`src/rtl/aa_up_pkg.sv`:
```
// ============================================================================
// aa_up_pkg : shared encodings for the upstream AA packetizer
// Rev 1.0
// ============================================================================
`default_nettype none

package aa_up_pkg;

  localparam logic [1:0] TUSER_AXIS             = 2'b00;
  localparam logic [1:0] TUSER_AXILITE_WRITE    = 2'b01;
  localparam logic [1:0] TUSER_AXILITE_READ_REQ = 2'b10;
  localparam logic [1:0] TUSER_AXILITE_READ_CPL = 2'b11;

  localparam logic [1:0] TID_UP_UP = 2'b00;
  localparam logic [1:0] TID_UP_AA = 2'b01;
  localparam logic [1:0] TID_UP_LA = 2'b10;

  typedef enum logic [1:0] {
    ST_IDLE    = 2'd0,
    ST_WR_ADDR = 2'd1,
    ST_WR_DATA = 2'd2,
    ST_RD_CPL  = 2'd3
  } state_e;

endpackage

`default_nettype wire

```
`src/rtl/aa_up_rr_arb.sv`:
```
// ============================================================================
// aa_up_rr_arb : 2-way round-robin arbiter, req[0]=mailbox write, req[1]=completion
// Rev 1.0
// ============================================================================
`default_nettype none

module aa_up_rr_arb (
  input  logic       clk,
  input  logic       rst,
  input  logic       en,
  input  logic [1:0] req,
  output logic [1:0] gnt
);

  logic rr_ptr_q;
  logic rr_ptr_d;

  // A lone request wins regardless of the pointer; the pointer always moves past the winner.
  always_comb begin
    gnt      = 2'b00;
    rr_ptr_d = rr_ptr_q;
    if (en) begin
      if (req == 2'b11) begin
        gnt = rr_ptr_q ? 2'b10 : 2'b01;
      end else begin
        gnt = req;
      end
      if (gnt[0]) begin
        rr_ptr_d = 1'b1;
      end else if (gnt[1]) begin
        rr_ptr_d = 1'b0;
      end
    end
  end

  always_ff @(posedge clk) begin
    if (rst) begin
      rr_ptr_q <= 1'b0;
    end else begin
      rr_ptr_q <= rr_ptr_d;
    end
  end

endmodule

`default_nettype wire

```
`src/rtl/aa_upstream_packetizer.sv`:
```
// ============================================================================
// aa_upstream_packetizer : AA mailbox writes / read completions -> TID_UP_AA stream beats
// Optional packet counters enabled by macro AA_UP_PKT_CNT_EN.  Rev 1.0
// ============================================================================
`default_nettype none

module aa_upstream_packetizer #(
  parameter int pADDR_WIDTH = 28,
  parameter int pDATA_WIDTH = 32
) (
  input  logic                   axis_clk,
  input  logic                   axis_rst,
  input  logic                   mb_wr_valid,
  output logic                   mb_wr_ready,
  input  logic [pADDR_WIDTH-1:0] mb_wr_addr,
  input  logic [3:0]             mb_wr_be,
  input  logic [pDATA_WIDTH-1:0] mb_wr_data,
  input  logic                   rd_cpl_valid,
  output logic                   rd_cpl_ready,
  input  logic [pDATA_WIDTH-1:0] rd_cpl_data,
  output logic [pDATA_WIDTH-1:0] as_is_tdata,
  output logic [3:0]             as_is_tstrb,
  output logic [3:0]             as_is_tkeep,
  output logic                   as_is_tlast,
  output logic [1:0]             as_is_tid,
  output logic [1:0]             as_is_tuser,
  output logic                   as_is_tvalid,
  input  logic                   as_is_tready
`ifdef AA_UP_PKT_CNT_EN
  ,
  output logic [15:0]            wr_pkt_cnt,
  output logic [15:0]            cpl_pkt_cnt
`endif
);

  import aa_up_pkg::*;

  state_e                   state_q, state_d;
  logic [pADDR_WIDTH-1:0]   addr_q, addr_d;
  logic [3:0]               be_q, be_d;
  logic [pDATA_WIDTH-1:0]   data_q, data_d;
  logic [27:0]              addr_ext;
  logic [1:0]               req;
  logic [1:0]               gnt;
  logic                     arb_en;

  assign req          = {rd_cpl_valid, mb_wr_valid};
  assign arb_en       = (state_q == ST_IDLE) && !axis_rst;
  assign mb_wr_ready  = gnt[0];
  assign rd_cpl_ready = gnt[1];

  aa_up_rr_arb u_arb (
    .clk (axis_clk),
    .rst (axis_rst),
    .en  (arb_en),
    .req (req),
    .gnt (gnt)
  );

  always_ff @(posedge axis_clk) begin
    if (axis_rst) begin
      state_q <= ST_IDLE;
      addr_q  <= '0;
      be_q    <= '0;
      data_q  <= '0;
    end else begin
      state_q <= state_d;
      addr_q  <= addr_d;
      be_q    <= be_d;
      data_q  <= data_d;
    end
  end

  // A granted request is already handshaken, so fields are captured in the same cycle.
  always_comb begin
    state_d = state_q;
    addr_d  = addr_q;
    be_d    = be_q;
    data_d  = data_q;
    case (state_q)
      ST_IDLE: begin
        if (gnt[0]) begin
          addr_d  = mb_wr_addr;
          be_d    = mb_wr_be;
          data_d  = mb_wr_data;
          state_d = ST_WR_ADDR;
        end else if (gnt[1]) begin
          data_d  = rd_cpl_data;
          state_d = ST_RD_CPL;
        end
      end
      ST_WR_ADDR: if (as_is_tready) state_d = ST_WR_DATA;
      ST_WR_DATA: if (as_is_tready) state_d = ST_IDLE;
      ST_RD_CPL:  if (as_is_tready) state_d = ST_IDLE;
      default:    state_d = ST_IDLE;
    endcase
  end

  always_comb begin
    addr_ext                  = '0;
    addr_ext[pADDR_WIDTH-1:0] = addr_q;
  end

  always_comb begin
    as_is_tdata  = '0;
    as_is_tstrb  = 4'h0;
    as_is_tkeep  = 4'h0;
    as_is_tlast  = 1'b0;
    as_is_tid    = 2'b00;
    as_is_tuser  = 2'b00;
    as_is_tvalid = 1'b0;
    if (state_q != ST_IDLE) begin
      as_is_tstrb  = 4'hF;
      as_is_tkeep  = 4'hF;
      as_is_tlast  = 1'b1;
      as_is_tid    = TID_UP_AA;
      as_is_tvalid = 1'b1;
    end
    case (state_q)
      ST_WR_ADDR: begin
        as_is_tdata = {be_q, addr_ext};
        as_is_tuser = TUSER_AXILITE_WRITE;
      end
      ST_WR_DATA: begin
        as_is_tdata = data_q;
        as_is_tuser = TUSER_AXILITE_WRITE;
      end
      ST_RD_CPL: begin
        as_is_tdata = data_q;
        as_is_tuser = TUSER_AXILITE_READ_CPL;
      end
      default: ;
    endcase
  end

`ifdef AA_UP_PKT_CNT_EN
  logic [15:0] wr_cnt_q, wr_cnt_d;
  logic [15:0] cpl_cnt_q, cpl_cnt_d;

  always_comb begin
    wr_cnt_d  = wr_cnt_q;
    cpl_cnt_d = cpl_cnt_q;
    if (as_is_tready && (state_q == ST_WR_DATA) && (wr_cnt_q != 16'hFFFF)) begin
      wr_cnt_d = wr_cnt_q + 16'd1;
    end
    if (as_is_tready && (state_q == ST_RD_CPL) && (cpl_cnt_q != 16'hFFFF)) begin
      cpl_cnt_d = cpl_cnt_q + 16'd1;
    end
  end

  always_ff @(posedge axis_clk) begin
    if (axis_rst) begin
      wr_cnt_q  <= '0;
      cpl_cnt_q <= '0;
    end else begin
      wr_cnt_q  <= wr_cnt_d;
      cpl_cnt_q <= cpl_cnt_d;
    end
  end

  assign wr_pkt_cnt  = wr_cnt_q;
  assign cpl_pkt_cnt = cpl_cnt_q;
`endif

endmodule

`default_nettype wire
```
`config.mk`:
```
export PLATFORM = sky130hd
export DESIGN_NAME = aa_upstream_packetizer
export DESIGN_NICKNAME = d
export VERILOG_FILES = /design/src/rtl/aa_up_pkg.sv /design/src/rtl/aa_up_rr_arb.sv /design/src/rtl/aa_upstream_packetizer.sv
export SDC_FILE = /design/constraint.sdc
export NUM_CORES = 1
export LEC_CHECK = 0
export BUFFER_PORTS_ARGS = -buffer_cell sky130_fd_sc_hd__buf_4
export CORE_AREA = 2 2 88 90
export DETAILED_ROUTE_END_ITERATION = 10
export DIE_AREA = 0 0 90 92
export PLACE_DENSITY = 0.79
export SYNTH_ARGS = -nofsm -noshare
export SYNTH_HDL_FRONTEND = slang
export SYNTH_HIERARCHICAL = 1
export SYNTH_SLANG_ARGS = --single-unit
```
`constraint.sdc`:
```
create_clock -name axis_clk -period 3.2 [get_ports axis_clk]
set_clock_uncertainty 0.05 [all_clocks]
set_input_delay 0.16 -clock axis_clk [delete_from_list [all_inputs] [get_ports axis_clk]]
set_output_delay 0.16 -clock axis_clk [all_outputs]
set_load 0.02 [all_outputs]
```
# == After elaboration in Yosys (flattened, before gate mapping) ==
# Index checks and enable logic that the tools add are counted.
# word_totals
register_bits,67
inputBits,101
out_inout_bits,48
word_cells,42
# op_classes
eq_ne,7
muxes,18
n_reduce_logical,12
# op_table
op,count
$mux W32,2
$pmux W32 S2,1
$mux W2,8
$eq A2 B2 Y1 const B,3
$pmux W2 S3,1
$reduce_and A2 Y1,3
$reduce_bool A2 Y1,3
$mux W1,4
$mux W4,1
$pmux W2 S2,1
$reduce_or A2 Y1,2
$ne A3 B3 Y1 const B,1
$reduce_and A3 Y1,1
$eq A2 B1 Y1 const B,1
$logic_not A2 Y1,1
$ne A2 B1 Y1 const B,1
$ne A2 B2 Y1 const B,1
$logic_and A1 B1 Y1,1
$logic_not A1 Y1,1

# == Longest topological paths before layout ==
# depth
depth_word,7
mapped_depth,14
depth_no_buf,8

# == Cells and area by module ==
# Netlist, hierarchy kept.
# by_module_without_submodules
mod,n_inst,cells_per_inst,area_each_um2,seq_area_each_um2
aa_upstream_packetizer,1,402,3337.0,1321.3
aa_up_rr_arb,1,8,55.1,20.0

# == Worst setup path after synthesis ==
# OpenSTA, ideal clock, no wires.
# synth_path
kind,reg-to-reg
from,register state_q[1]
to,register addr_q[27] (netlist: addr_ext[27])
setup_ns,0.141
arrival_time_ns,2.852
required_time_ns,3.009
path_slack_ns,0.157
path_stages_with_launch,14
path_buffers,5
synth_period_minus_slack_ns,3.043
cell_sequence,dfxtp_1 buf_2 nor2_2 clkbuf_1 inv_2 nor2_1 nand2_1 a21oi_1 buf_6 or3b_1 clkbuf_1 clkbuf_1 nand2_1 a21oi_1
# synth_between
elab_chain_cells,4
# synth_rtl
element,line,source
from (decl),aa_upstream_packetizer.sv:38,"state_e state_q, state_d;"
from (signal assigned),aa_upstream_packetizer.sv:67,state_q <= state_d;
$logic_not A2 Y1,aa_upstream_packetizer.sv:48,assign arb_en = (state_q == ST_IDLE) && !axis_rst;
$logic_and A1 B1 Y1,aa_upstream_packetizer.sv:48,
via arb_en,aa_upstream_packetizer.sv:45,logic arb_en;
$mux W2,aa_up_rr_arb.sv:22,if (en) begin
via mb_wr_ready,aa_upstream_packetizer.sv:14,"output logic mb_wr_ready,"
$reduce_and A2 Y1 (no line),n/a,
to (signal assigned),aa_upstream_packetizer.sv:68,addr_q <= addr_d;
to (decl),aa_upstream_packetizer.sv:39,"logic [pADDR_WIDTH-1:0] addr_q, addr_d;"
# The timed path passes the listed nets, and every way through them passes these cells.
# A chain may end at the register's enable or synchronous reset.

# == Worst setup path in the final report ==
# layout_path
from,register state_q[1]
to,register data_q[31]
# layout_between
elab_chain_cells,5
word_cells_on_any_way,6
cone_classes,mux (2); reduce/logical (4)
# layout_rtl
element,line,source
$logic_not A2 Y1 (*),aa_upstream_packetizer.sv:48,
$logic_and A1 B1 Y1 (*),aa_upstream_packetizer.sv:48,
via arb_en,aa_upstream_packetizer.sv:45,
$mux W2 (*),aa_up_rr_arb.sv:22,
$reduce_bool A2 Y1 (no line),n/a,
$reduce_and A2 Y1 (no line),n/a,
to (signal assigned),aa_upstream_packetizer.sv:70,data_q <= data_d;
to (decl),aa_upstream_packetizer.sv:41,"logic [pDATA_WIDTH-1:0] data_q, data_d;"
# Mark *: on every way through the listed nets, which the timed path passes. The rest lies on a longest branch.

==> results by group <==
Status
  • Status: complete, no violations

Clocking
  • CTS Buffer Depth: 2
  • CTS tree: built
  • Hold buffers post-CTS: 1
  • Clock Latency Late Sink: 0.33 ns
  • H-tree depth: 3
  • Post-cts resize count: 0
  • Setup Buffers After CTS: 0
  • CTS Buf Count: 9
  • TritonCTS Sinks: 67
  • CTS clk-pin slew, worst paths: 0.07 ns
  • CTS root buffer: clkbuf_8

Critical path
  • Worst Path Required: 3.32 ns
  • Setup crit end: data_q[31]
  • Reg2reg setup slack: 0.76 ns
  • CP endpoint kind: register
  • CP max FO: 32
  • Crit path from: state_q[1]
  • Worst path max stage delay: 0.58 ns
  • Worst setup SP type: register
  • R2R cell count: 8
  • Reg2reg start: state_q[1]
  • Reg-to-reg critical path endpoint: data_q[31]
  • CP max stage cell: and2_4
  • Arr. time, crit path: 2.56 ns
  • Critical-path cell list: nor2_2 -> inv_2 -> nor2_1 -> nand2_1 -> a21oi_1 -> or2_1 -> and2_4 -> a211oi_1
  • Crit path kind: register to register

Final layout
  • Final non-filler cell total: 633
  • Fill cells: 703
  • Final nets: 627
  • Footprint of the multi-input gates: 1780 µm²
  • Area delta synth->final: 36.0%
  • Share of cells above drive strength 1: 39.2%
  • N_diodes: 0
  • Commonest non-fill, non-tap cells in the layout: buf_4, nand2_1, a21oi_1
  • Reg area: 1340 µm²
  • Most common cell after layout, fill and taps aside: buf_4

Die
  • Die area: 8280 µm²
  • Row cnt: 32
  • Core area: 7450 µm²
  • I/O Pins: 149
  • Initial Util: 45.5%
  • Die H: 92 µm
  • Die X-Extent: 90 µm

Yosys
  • FF+latch count, synth: 67
  • Unique masters post-synth: 26
  • Post-synthesis cell count: 410
  • Post-Syn Area: 3390 µm²
  • Yosys top cell area share: 39.5%
  • Synth Area per Inst: 8.27 µm²
  • Seq/Total Area, Yosys: 39.5%
  • Synth warn: 6
  • Mapped Nets: 511
  • Post-synth top area cell: dfxtp_1
  • Synth top area cells: dfxtp_1, nand2_1, a211oi_2

STA
  • Final slew viol count: 0
  • Fin Setup TNS: 0 ns
  • Slew HR: 27.7%
  • Unrepaired setup endpoints after global routing: false
  • Hold Vio Cnt, Final: 0
  • Period utilization: 76.3%
  • Tmin final: 2.44 ns
  • Setup violations, final: 0
  • Slew @ Worst Pin: 1.08 ns
  • Fmax: 0.410 GHz

Routing
  • Via/cell ratio: 5.27
  • WL per Instance: 15.3 µm
  • Post-route ant nets: 0
  • Number of DRC markers in iteration 0: 153
  • Aggregate routed wire length: 9660 µm
  • Initial DRT Pass Iterations: 5
  • # DRC: 0
  • Detailed-route via count: 3337

GRT
  • Vias in the first global route: 3150
  • Overflow after GRT: 0
  • Total track usage: 22.8%
  • First-pass GRT wire length: 15400 µm
  • Initial antenna violation count: 0
  • Largest net degree at the start of global routing: 68

Power
  • P_leak: 1.86 nW
  • Pwr dens: 504 nW/µm²
  • Worst vdd ir: 0.361 mV

Placed design
  • RePlAce Congestion: 0.828
  • Dpl hpwl: 6770 µm
  • Placed Cells: 616
  • Count of input and output buffers: 147

Min path
  • Worst hold path type: primary input to register

Job
  • Max cap viols: 0
-- through the flow --
| stage | utilization, % | cell area, µm² | hold WS (ns) | total power, mW | setup slack [ns] |
|---|---|---|---|---|---|
| floorplan | - | 3390 | 0.188 | 1.49 | 0.157 |
| global placement | 59.4 | 4430 | 0.330 | 1.69 | 0.883 |
| finish | 62.0 | 4610 | 0.0191 | 2.33 | 0.760 |
| CTS | 62.0 | 4610 | 0.00959 | 2.33 | 0.797 |
| detailed placement | 59.4 | 4430 | 0.335 | 1.71 | 0.848 |
| global route | 62.0 | 4610 | 0.00887 | 2.44 | 0.607 |
-- cells by family after synthesis --
logic type	share of synthesized area, %
AOI/OAI and AO/OA	28.1
and+or+nand+nor	14.3
DFF	39.5
buffers and inverters	8.48
muxes	9.44
other	0.111
-- sequential cells by signal, indices dropped and copies added (netlist names) --
register	cells
addr_ext	28
be_q	4
data_q	32
state_q	2
u_arb/rr_ptr_q	1
-- area by class of cell --
type                            instances  share of cell area [%]
Inverter                                3                   0.244
Multi-Input combinational cell        289                    38.6
Tap cell                              102                    2.77
Sequential cell                        67                    29.1
Clock inverter                          5                   0.597
Timing Repair Buffer                  156                    25.4
Clock buffer                           11                    3.28
-- power breakdown --
| group | total [mW] | switching (mW) | internal (mW) |
|---|---|---|---|
| Clock | 0.630 | 0.312 | 0.318 |
| Sequential | 0.980 | 0.0538 | 0.926 |
| Combinational | 0.718 | 0.415 | 0.303 |
-- how the worst min path moves through the flow --
stage | from | endpoint | slack [ns] | depth (start not counted)
final | rd_cpl_valid | u_arb/rr_ptr_q | 0.02 | 2
after global placement | as_is_tready | state_q[1] | 0.33 | 2
after global routing | rd_cpl_valid | u_arb/rr_ptr_q | 0.009 | 2
after detailed placement | as_is_tready | state_q[1] | 0.34 | 2
after CTS | rd_cpl_valid | u_arb/rr_ptr_q | 0.01 | 2
after floorplan | axis_rst | u_arb/rr_ptr_q | 0.19 | 1
-- synthesized netlist by cell type --
cell        n
inv_1       1
a211oi_1    3
buf_2       5
nand2_1   110
buf_6       5
a21oi_1    68
or3b_1      1
buf_4      11
a311oi_1    1
a221oi_1    1
and2_4      1
o21ai_1    22
and2_1      1
dfxtp_1    67
nor2_1      3
inv_2       2
a211oi_2   30
buf_1       4
clkbuf_1   26
conb_1      1
mux2i_1    32
or2_1       1
nor3b_2     1
nor2_2      1
a22o_1     10
nor2b_1     2
-- critical path: cells and delay by family, from the launching register on --
| family | cells | cell delay (ns) |
|---|---|---|
| flops | 1 | 0.33 |
| simple gates | 5 | 1.42 |
| buf+inv | 1 | 0.11 |
| compound gates | 2 | 0.36 |
-- layer usage --
metal  track usage, %  vias to the layer above  share of wire, %
met3             4.11                       22               6.1
met2             36.9                      138                48
met5                0                        -                 0
met4             10.6                        0               2.7
met1             29.8                     1546                43
li1                 -                     1631                 -
Power figures use the tool's default switching activity.
